### src/rtl/bit_serializer.sv
// Parallel-to-serial shifter with optional idle gap between frames.
// Optional even-parity bit appended when SER_PARITY_EN is defined.
module bit_serializer #(
  parameter int DATA_W     = 8,
  parameter int MSB_FIRST  = 1,
  parameter int GAP_CYCLES = 0
) (
  input  logic              clk,
  input  logic              reset,
  input  logic [DATA_W-1:0] in_data,
  input  logic              in_valid,
  output logic              in_ready,
  output logic              ser_bit,
  output logic              ser_valid,
  output logic              frame_done,
  output logic              busy
);

  localparam int CW = (DATA_W > 2) ? $clog2(DATA_W) : 1;

`ifdef SER_PARITY_EN
  localparam bit PAR_EN = 1'b1;
  typedef enum logic [1:0] {
    S_IDLE, S_SHIFT, S_PARITY, S_GAP
  } state_t;
`else
  localparam bit PAR_EN = 1'b0;
  typedef enum logic [1:0] {
    S_IDLE, S_SHIFT, S_GAP
  } state_t;
`endif

  state_t            r_state;
  logic [DATA_W-1:0] r_shift;
  logic [CW-1:0]     r_cnt;
  logic [3:0]        r_gap;
  logic              r_ser_bit;
  logic              r_ser_valid;
  logic              r_frame_done;
`ifdef SER_PARITY_EN
  logic              r_par;
`endif

  logic              w_last;
  logic              w_accept;
  logic [DATA_W-1:0] w_nxt;

  function automatic logic pick(
    input logic [DATA_W-1:0] v
  );
    return (MSB_FIRST != 0) ? v[DATA_W-1] : v[0];
  endfunction

  assign w_nxt = (MSB_FIRST != 0)
               ? {r_shift[DATA_W-2:0], 1'b0}
               : {1'b0, r_shift[DATA_W-1:1]};

  assign w_last   = (r_state == S_SHIFT) && (r_cnt == '0);
  // Gapless reload only when no parity bit or gap follows the data.
  assign in_ready = (r_state == S_IDLE)
                 || (w_last && (GAP_CYCLES == 0) && !PAR_EN);
  assign w_accept = in_valid && in_ready;

  assign ser_bit    = r_ser_bit;
  assign ser_valid  = r_ser_valid;
  assign frame_done = r_frame_done;
  assign busy       = (r_state != S_IDLE);

  always_ff @(posedge clk) begin
    if (reset) begin
      r_state      <= S_IDLE;
      r_shift      <= '0;
      r_cnt        <= '0;
      r_gap        <= '0;
      r_ser_bit    <= 1'b0;
      r_ser_valid  <= 1'b0;
      r_frame_done <= 1'b0;
`ifdef SER_PARITY_EN
      r_par        <= 1'b0;
`endif
    end else if (w_accept) begin
      r_state      <= S_SHIFT;
      r_shift      <= in_data;
      r_cnt        <= CW'(DATA_W - 1);
      r_ser_bit    <= pick(in_data);
      r_ser_valid  <= 1'b1;
      r_frame_done <= 1'b0;
`ifdef SER_PARITY_EN
      r_par        <= ^in_data;
`endif
    end else begin
      r_frame_done <= 1'b0;
      unique case (r_state)
        S_IDLE: begin
          r_ser_bit   <= 1'b0;
          r_ser_valid <= 1'b0;
        end
        S_SHIFT: begin
          if (r_cnt != '0) begin
            r_shift      <= w_nxt;
            r_ser_bit    <= pick(w_nxt);
            r_cnt        <= r_cnt - CW'(1);
            r_frame_done <= !PAR_EN && (r_cnt == CW'(1));
`ifdef SER_PARITY_EN
          end else begin
            r_state      <= S_PARITY;
            r_ser_bit    <= r_par;
            r_frame_done <= 1'b1;
          end
        end
        S_PARITY: begin
          begin
`else
          end else begin
`endif
            r_ser_bit   <= 1'b0;
            r_ser_valid <= 1'b0;
            if (GAP_CYCLES > 0) begin
              r_state <= S_GAP;
              r_gap   <= 4'(GAP_CYCLES - 1);
            end else begin
              r_state <= S_IDLE;
            end
          end
        end
        S_GAP: begin
          r_ser_bit   <= 1'b0;
          r_ser_valid <= 1'b0;
          if (r_gap == '0) r_state <= S_IDLE;
          else             r_gap   <= r_gap - 4'd1;
        end
        default: r_state <= S_IDLE;
      endcase
    end
  end

endmodule

### config.mk
export PLATFORM = sky130hd
export DESIGN_NAME = bit_serializer
export DESIGN_NICKNAME = d
export VERILOG_FILES = /design/src/rtl/bit_serializer.sv
export SDC_FILE = /design/constraint.sdc
export NUM_CORES = 1
export LEC_CHECK = 0
export CORE_ASPECT_RATIO = 0.7
export CORE_MARGIN = 5
export CORE_UTILIZATION = 35
export CTS_CLUSTER_SIZE = 12
export DETAILED_ROUTE_END_ITERATION = 8
export GPL_TIMING_DRIVEN = 1
export REMOVE_ABC_BUFFERS = 1
export SETUP_SLACK_MARGIN = 0.3
export SYNTH_ARGS = -nofsm -noshare
export SYNTH_HDL_FRONTEND = slang
export SYNTH_SLANG_ARGS = --single-unit
export TNS_END_PERCENT = 1
### constraint.sdc
create_clock -name clk -period 1.2 [get_ports clk]
set_input_delay 0.24 -clock clk [delete_from_list [all_inputs] [get_ports clk]]
set_output_delay 0.24 -clock clk [all_outputs]
set_load 0.005 [all_outputs]
==> results of run 1 <==
-- cells in the final DEF (no fill, tap or decap), types with 3 or more instances in the layout --
master and instances:
a221oi_2 6, nor2_1 8, clkdlybuf4s50_1 10, nor3_2 3
clkbuf_4 3, buf_4 14, buf_6 7, mux2i_1 7
dfxtp_1 11, inv_2 3
-- registers in the layout, indices dropped and copies added (netlist names) --
name        cells
frame_done      1
ser_bit         1
r_state         1
r_shift         7
r_cnt           3
ser_valid       1
-- cell type report --
| class | instances | area [um^2] | area share (%) |
|---|---|---|---|
| inverter | 5 | 23.8 | 2.13 |
| sequential | 14 | 287 | 25.6 |
| tap | 22 | 27.5 | 2.46 |
| multi-input combinational | 44 | 435 | 38.9 |
| clock buffer | 3 | 22.5 | 2.01 |
| timing repair buffer | 35 | 323 | 28.9 |
-- per-layer routing --
| metal | part of all wire (%) | vias to the layer above | global-route usage [%] |
|---|---|---|---|
| li1 | - | 314 | - |
| met1 | 49 | 292 | 15.7 |
| met2 | 44 | 15 | 20.4 |
| met3 | 7.1 | 2 | 6.10 |
| met4 | 0.46 | 0 | 4.07 |
| met5 | 0 | - | 0 |
-- worst register-to-register path, stage by stage, from the launching register on --
cell and delay [ps]:
dfxtp_2 340, inv_2 50, ha_4 150, and2b_4 180, nor2_8 100, inv_6 30, buf_4 170, a221oi_2 240
-- how the worst max path moves through the flow --
stage	start	end	slack, ps	depth (start not counted)
after floorplan	r_cnt[0]	r_cnt[0]	-180	5
after global placement	r_cnt[0]	in_ready	-360	6
after detailed placement	r_cnt[0]	in_ready	-380	6
after CTS	r_cnt[1]	in_ready	-300	6
after global routing	r_cnt[1]	in_ready	-330	6
final	r_cnt[1]	in_ready	-270	6
-- synth_stat cells --
cell and number:
o21ai_1 1, inv_6 1, buf_4 1, ha_1 3, buf_6 1, mux2i_1 7
nor2_8 1, nor3_1 3, a221oi_2 6, nand2b_1 1, nand4b_1 1, o21ai_0 1
a211oi_2 2, a21oi_1 2, inv_2 1, a211oi_1 2, and3_1 1, nor2_1 8
dfxtp_1 14, a21o_1 1, nor4b_2 1, inv_1 3, and2b_4 1, nand3_1 1
nand3b_1 1, buf_2 1
-- logic make-up after synthesis --
group / synth area share (%)
compound gates: 22.0
fa+ha+maj: 5.24
buf+inv: 6.63
flops: 39.1
mux: 9.77
simple gates: 17.3
-- power groups by stage --
stage | clock network, mW | registers, mW | logic, mW
floorplan | 0 | 0.542 | 0.177
global placement | 0 | 0.538 | 0.368
detailed placement | 0 | 0.539 | 0.373
CTS | 0.270 | 0.531 | 0.420
global route | 0.289 | 0.537 | 0.474
finish | 0.259 | 0.530 | 0.440
-- stage by stage --
step	cell area, um^2	instances	power [mW]	hold slack (ps)
after CTS	1090	122	1.22	487
after global placement	1010	117	0.906	471
final	1120	123	1.23	479
after floorplan	693	63	0.719	305
after detailed placement	1010	117	0.912	475
after global routing	1120	123	1.30	515
-- what timing repair did --
| action | 4_1_cts | 5_1_grt |
|---|---|---|
| buffers inserted | 2 | 1 |
| gates resized for setup | 34 | 4 |
| pin swaps | 3 | 5 |
| endpoints found under the setup margin | 19 | 19 |
==> results.md, run 1 <==
- Status: complete, but fails checks
- Failing checks: setup timing
- Critical path startpoint category: register
- Flop and latch count out of synthesis: 14
- Drt first pass iters: 2
- Antenna viol nets, final: 0
- Synth area leader: dfxtp_1
- Worst Reg-to-Reg Cells: 7
- Part of the cycle the worst path needs: 122%
- CP Buf/Inv Count: 3
- Type of the worst setup path: register to output port
- Dpl ws: -385 ps
- Core area: 0.00190 mm^2
- Syn. warnings: 0
- Synth top area share: 39.1%
- Util after Layout: 58.8%
- CP Data Required Time: 960 ps
- DIE AREA: 0.00307 mm^2
- CTS buffer count: 3
- Gr usage total: 12.8%
- Final setup vio count: 13
- DRC viols: 0
- Critical Path AT: 1230 ps
- Syn Area/Cell: 10.9 um^2
- CP peak stage delay: 340 ps
- Final hold viol count: 0
- Fillers: 182
- Combinational share of power: 35.8%
- Hold EP: ser_valid
- DP Wirelength: 1240 um
- Worst-path cell chain: inv_2 > ha_4 > and2b_4 > nor2_8 > inv_6 > buf_6
- FP Rows: 13
- CP max stage cell: dfxtp_2
- Placer congestion estimate: 0.843
- Slew @ Worst Pin: 257 ps
- Final nets: 117
- Final TNS setup: -1820 ps
- Max Cap Viol: 0
- Die H: 47.9 um
- CTS Sinks: 14
- Synth area leaders: dfxtp_1 39%, a221oi_2 13%, mux2i_1 9.8%
- Unrepaired setup endpoints after global routing: true
- First-pass GRT wire length: 2980 um
- Worst Hold Class: register to register
- Overflow after GRT: 0
- Port buffer count: 15
- Pwr per Cell Area: 1100 mW/mm^2
- Setup slack after layout: -266 ps
- Slew Limit Headroom: 82.8%
- Die W: 64.1 um
- Initial DRC count: 10
- Worst skew pair latency: 270 ps
- Worst min-delay path startpoint: ser_valid
- Ports: 16
- Maximum vdd drop: 0.000955 V
- Avg WL per Cell: 14.1 um
- Cells on Worst Hold Path: 2
- Sw Ratio: 29.3%
- Via/cell ratio: 5.07
- Setup Skew: 3.28 ps
- Post-Syn Instances: 66
- Fin crit period: 1470 ps
- Worst r2r src: r_cnt[1]
- Synthesized area: 717 um^2
- Register area share after synthesis: 39.1%
- Via count: 623
- Layout cell share with drive strength beyond 1: 50.5%
- Sequential share of power: 43.1%
- Routed WL: 1730 um
- Slew Viols, Final: 0
- CP endpoint kind: output port
- Largest net degree at the start of global routing: 13
- Layout area overhead: 56.0%
- Leak: 0.481 nW
- Reg-to-reg slack, setup: -150 ps
- Initial antenna violation count: 0
- Int Power: 0.869 mW
- H-tree depth: 1
- Vias in the first global route: 667
- Clock share of power: 21.1%
- Peak Freq: 682 MHz
- R2r endpoint: r_shift[3]
- CP Max Fanout: 2
- Post-synthesis cell type count: 26
- Hold buffers post-CTS: 0
- Top delay family on crit path: flip-flops
- Psw: 0.360 mW
- Worst-path clk slew: 80 ps
- Clk root buf: clkbuf_4
- Max clock buf depth: 2
- Initial Util: 37.7%
- N_diodes: 0
- CTS tree: done
Power figures use the tool's default switching activity.
==> run 2, diff against run 1 <==
SKIP_CTS_REPAIR_TIMING = 1   (was default)
TNS_END_PERCENT = 20   (was 1)
==> results.md, run 2 (same netlist as run 1, synthesis figures left out) <==
- Status: complete, but fails checks
- Failing checks: setup timing
- Layout cell share with drive strength beyond 1: 50.5% (unchanged)
- DRC viols: 0 (unchanged)
- Sw Ratio: 29.2% (-0.14 points)
- Drt first pass iters: 4 (+2)
- Sequential share of power: 43.9% (+0.8 points)
- Largest register by flop count: r_shift
- CTS buffer count: 3 (unchanged)
- CTS tree: done
- GR met3 Demand/Resource: 6.10% (unchanged)
- Initial DRC count: 12 (+2)
- Psw: 0.354 mW (-1.9%)
- Routed WL: 1730 um (-0.29%)
- Avg WL per Cell: 14.0 um (-0.29%)
- Overflow after GRT: 0 (unchanged)
- M1 GR Usage: 15.7% (unchanged)
- Initial antenna violation count: 0 (unchanged)
- Slew @ Worst Pin: 261 ps (+3.83 ps)
- CTS Sinks: 14 (unchanged)
- DP Wirelength: 1240 um (unchanged)
- Commonest non-fill, non-tap cell in the layout: buf_4
- CP Data Required Time: 960 ps (about the same)
- Type of the worst setup path: register to output port
- Largest registers: r_shift x7, r_cnt x3
- Final setup vio count: 12 (-1)
- DIE AREA: 0.00307 mm^2 (unchanged)
- Initial Util: 37.7% (unchanged)
- H-tree depth: 1 (unchanged)
- Setup Skew: 4.61 ps (+1.33 ps)
- Final hold viol count: 0 (unchanged)
- Pwr per Cell Area: 1100 mW/mm^2 (+0.40%)
- Peak Freq: 669 MHz (-1.9%)
- Die W: 64.1 um (unchanged)
- Maximum vdd drop: 0.000980 V (+2.6%)
- Top Usage Layer GRT: met2
- Unrepaired setup endpoints after global routing: true
- Final nets: 117 (unchanged)
- Power, Total: 1.21 mW (-1.4%)
- Max Cap Viol: 0 (unchanged)
- Vias in the first global route: 620 (-7.0%)
- Max clock buf depth: 2 (unchanged)
- Area taken by multi-input logic gates: 423 um^2 (-2.9%)
- Port buffer count: 15 (unchanged)
- Layout area overhead: 53.2%
- Worst Hold Class: register to register
- Worst skew pair latency: 280 ps (about the same)
- Critical Path AT: 1260 ps (+30 ps)
- Ports: 16 (unchanged)
- CP endpoint kind: output port
- Part of the cycle the worst path needs: 125% (+2.4 points)
- Antenna viol nets, final: 0 (unchanged)
- Most frequent cells in the layout: 15 x buf_4, 10 x dfxtp_1, 10 x clkdlybuf4s50_1, 8 x nor2_1, 7 x mux2i_1
- Placed instance area: 0.00101 mm^2 (unchanged)
- N_diodes: 0 (unchanged)
- Core area: 0.00190 mm^2 (unchanged)
- Worst-path clk slew: 80 ps (about the same)
- Slew Limit Headroom: 82.5% (-0.26 points)
- Clk root buf: clkbuf_4
- CP Max Fanout: 2 (unchanged)
- Critical path startpoint category: register
- Worst Hold Slack: 481 ps (+1.29 ps)
- Gr usage total: 12.1% (-0.77 points)
- Slew Viols, Final: 0 (unchanged)
- Max reg flops: 7 (unchanged)
- GRT met2 Usage: 17.8% (-2.6 points)
- Via count: 624 (+0.16%)
- Fillers: 182 (unchanged)
- Util after Layout: 57.7% (-1.1 points)
- Largest net degree at the start of global routing: 13 (unchanged)
- First-pass GRT wire length: 2820 um (-5.5%)
- Design area: 0.00110 mm^2 (-1.8%)
- Int Power: 0.858 mW (-1.2%)
- Combinational share of power: 34.6% (-1.2 points)
- Clock share of power: 21.5% (+0.4 points)
- FP Rows: 13 (unchanged)
- Die H: 47.9 um (unchanged)
- Leak: 0.486 nW (+1.1%)
- Via/cell ratio: 5.07 (+0.16%)
- Setup slack after layout: -295 ps (-28.6 ps)
- Placer congestion estimate: 0.843 (unchanged)
- Fin crit period: 1500 ps (+28.6 ps)
- Register Area: 285 um^2 (-0.44%)
## run 2: power groups by stage
stage	clock network (mW)	registers [mW]	logic (mW)
final	0.261	0.532	0.420
after global routing	0.289	0.537	0.458
after CTS	0.270	0.528	0.374
after detailed placement	0	0.539	0.373
after global placement	0	0.538	0.368
after floorplan	0	0.542	0.177
## run 2: area by class of cell
cell class              instances  area share [%]
inverters                       5            2.16
clock buffers                   3            2.05
multi-input cells              44            38.5
flip-flops and latches         14            26.0
repair buffers                 35            28.8
well taps                      22            2.51
## run 2: worst paths after layout
path / start / depth (start not counted) / endpoint / slack, ps
max: r_cnt[1] / 6 / in_ready / -300
max reg2reg: r_cnt[1] / 7 / r_shift[3] / -180
min: ser_valid / 2 / ser_valid / 480
min reg2reg: ser_valid / 2 / ser_valid / 480
## run 2: through the flow
| step | TNS, ps | instances | setup WS, ps |
|---|---|---|---|
| finish | -1610 | 123 | -295 |
| detailed placement | -2380 | 117 | -385 |
| global route | -2500 | 123 | -351 |
| global placement | -1880 | 117 | -355 |
| floorplan | -961 | 63 | -176 |
| CTS | -3530 | 120 | -698 |
## run 2: per-layer routing
| metal | wire (um) | vias to the layer above |
|---|---|---|
| li1 | - | 310 |
| met1 | 824 | 294 |
| met2 | 755 | 16 |
| met3 | 127 | 4 |
| met4 | 20 | 0 |
| met5 | 0 | - |
## run 2: worst max-delay path, stage by stage, from the launching register on
cell	delay [ps]
dfxtp_2	340
inv_2	50
ha_4	150
and2b_4	180
nor2_8	130
inv_6	30
clkbuf_2	100
==> run 3, diff against run 2 <==
==> constraint.sdc (replaced) <==
create_clock -name clk -period 1.2 [get_ports clk]
set_input_delay 0.18 -clock clk [delete_from_list [all_inputs] [get_ports clk]]
set_output_delay 0.18 -clock clk [all_outputs]
set_load 0.005 [all_outputs]
==> results.md, run 3 (same netlist as run 1, synthesis figures left out) <==
- Status: complete, but fails checks
- Failing checks: setup timing
- First-pass GRT wire length: 2650 um (-5.9%)
- Largest net degree at the start of global routing: 16 (+3)
- Initial antenna violation count: 0 (unchanged)
- Final setup vio count: 10 (-2)
- Drt first pass iters: 4 (unchanged)
- Antenna viol nets, final: 0 (unchanged)
- Peak Freq: 700 MHz (+4.7%)
- Ports: 16 (unchanged)
- Initial Util: 37.7% (unchanged)
- DIE AREA: 0.00307 mm^2 (unchanged)
- Via/cell ratio: 5.10 (+0.51%)
- Worst-path clk slew: 80 ps (about the same)
- Setup slack after layout: -228 ps (+67.4 ps)
- Clock share of power: 21.2% (-0.3 points)
- H-tree depth: 1 (unchanged)
- Worst Hold Class: input port to register
- Unrepaired setup endpoints after global routing: true
- Via count: 617 (-1.1%)
- Layout cell share with drive strength beyond 1: 51.5% (+1.0 points)
- DRC viols: 0 (unchanged)
- Routed WL: 1740 um (+0.81%)
- CTS tree: done
- Psw: 0.360 mW (+1.7%)
- Critical path startpoint category: register
- Clk root buf: clkbuf_4
- Util after Layout: 58.3% (+0.59 points)
- Commonest non-fill, non-tap cell in the layout: buf_4
- Worst skew pair latency: 270 ps (about the same)
- Port buffer count: 15 (unchanged)
- Sequential share of power: 43.8% (about the same)
- Vias in the first global route: 575 (-7.3%)
- CTS buffer count: 3 (unchanged)
- Max reg flops: 7 (unchanged)
- Worst Hold Slack: 489 ps (+8.34 ps)
- Register Area: 285 um^2 (unchanged)
- Combinational share of power: 35.1% (+0.5 points)
- Sw Ratio: 29.6% (+0.45 points)
- Part of the cycle the worst path needs: 119% (-5.6 points)
- Largest register by flop count: r_shift
- FP Rows: 13 (unchanged)
- Max clock buf depth: 2 (unchanged)
- Slew Limit Headroom: 86.5% (+3.9 points)
- Fin crit period: 1430 ps (-67.4 ps)
- DP Wirelength: 1190 um (-4.2%)
- Largest registers: r_shift x7, r_cnt x3
- Fillers: 172 (-5.5%)
- Area taken by multi-input logic gates: 452 um^2 (+6.8%)
- Int Power: 0.854 mW (-0.48%)
- Die W: 64.1 um (unchanged)
- Critical Path AT: 1250 ps (about the same)
- Maximum vdd drop: 0.000898 V (-8.3%)
- Most frequent cells in the layout: 14 x buf_4, 10 x dfxtp_1, 10 x clkdlybuf4s50_1, 8 x nor2_1, 7 x mux2i_1
- CTS Sinks: 14 (unchanged)
- N_diodes: 0 (unchanged)
- Slew @ Worst Pin: 197 ps (-63.8 ps)
- Core area: 0.00190 mm^2 (unchanged)
- Die H: 47.9 um (unchanged)
- Leak: 0.474 nW (-2.5%)
- Setup Skew: 0.608 ps (-4.00 ps)
- Avg WL per Cell: 14.4 um (+2.5%)
- Final nets: 115 (-1.7%)
- Pwr per Cell Area: 1090 mW/mm^2 (-0.87%)
- Placer congestion estimate: 0.743 (-12%)
- Slew Viols, Final: 0 (unchanged)
- Initial DRC count: 15 (+3)
- CP endpoint kind: output port
- Max Cap Viol: 0 (unchanged)
- Final hold viol count: 0 (unchanged)
- Gr usage total: 11.4% (-0.66 points)
- Type of the worst setup path: register to output port
- Overflow after GRT: 0 (unchanged)
- CP Max Fanout: 2 (unchanged)
- Layout area overhead: 54.8%
- CP Data Required Time: 1020 ps (+60 ps)
-- run 3: stage by stage --
step / TNS, ps / cell area (um^2) / cells / setup slack (ps) / total power, mW
CTS: -2890 / 1030 / 118 / -619 / 1.17
global route: -2160 / 1110 / 121 / -289 / 1.29
detailed placement: -1860 / 1010 / 115 / -311 / 0.910
floorplan: -946 / 693 / 63 / -176 / 0.719
global placement: -1660 / 1010 / 115 / -295 / 0.905
finish: -1430 / 1110 / 121 / -228 / 1.21
-- run 3: routing by layer --
metal,part of all wire [%],vias up,global-route usage [%]
met5,0,-,0
met4,0.57,0,2.44
met3,7.6,2,4.93
met2,46,21,17.4
met1,46,284,15.1
li1,-,310,-
-- run 3: power by group through the flow --
stage / Combinational (mW) / Sequential (mW) / Clock, mW
global route: 0.460 / 0.538 / 0.293
global placement: 0.368 / 0.538 / 0
finish: 0.426 / 0.531 / 0.257
detailed placement: 0.371 / 0.539 / 0
CTS: 0.373 / 0.528 / 0.271
floorplan: 0.177 / 0.542 / 0
-- run 3: cell type report --
type                       count  area share, %
clock buffer                   3           2.03
inverter                       5           2.14
multi-input combinational     44           40.7
sequential                    14           25.7
tap                           22           2.48
timing repair buffer          33           26.9
-- run 3: critical path, stage by stage (launching register included) --
cell and delay [ps]:
dfxtp_2 340, inv_2 50, ha_4 150, and2b_4 180
nor2_8 130, inv_6 30, clkbuf_2 100
-- run 3: worst paths after layout --
path / start / to / slack, ps / cells after the start
worst max-delay path: r_cnt[0] / in_ready / -230 / 6
worst min register to register: r_shift[6] / ser_bit / 500 / 2
worst min-delay path: in_data[7] / ser_bit / 490 / 3
worst max register to register: r_cnt[0] / r_shift[3] / -170 / 7
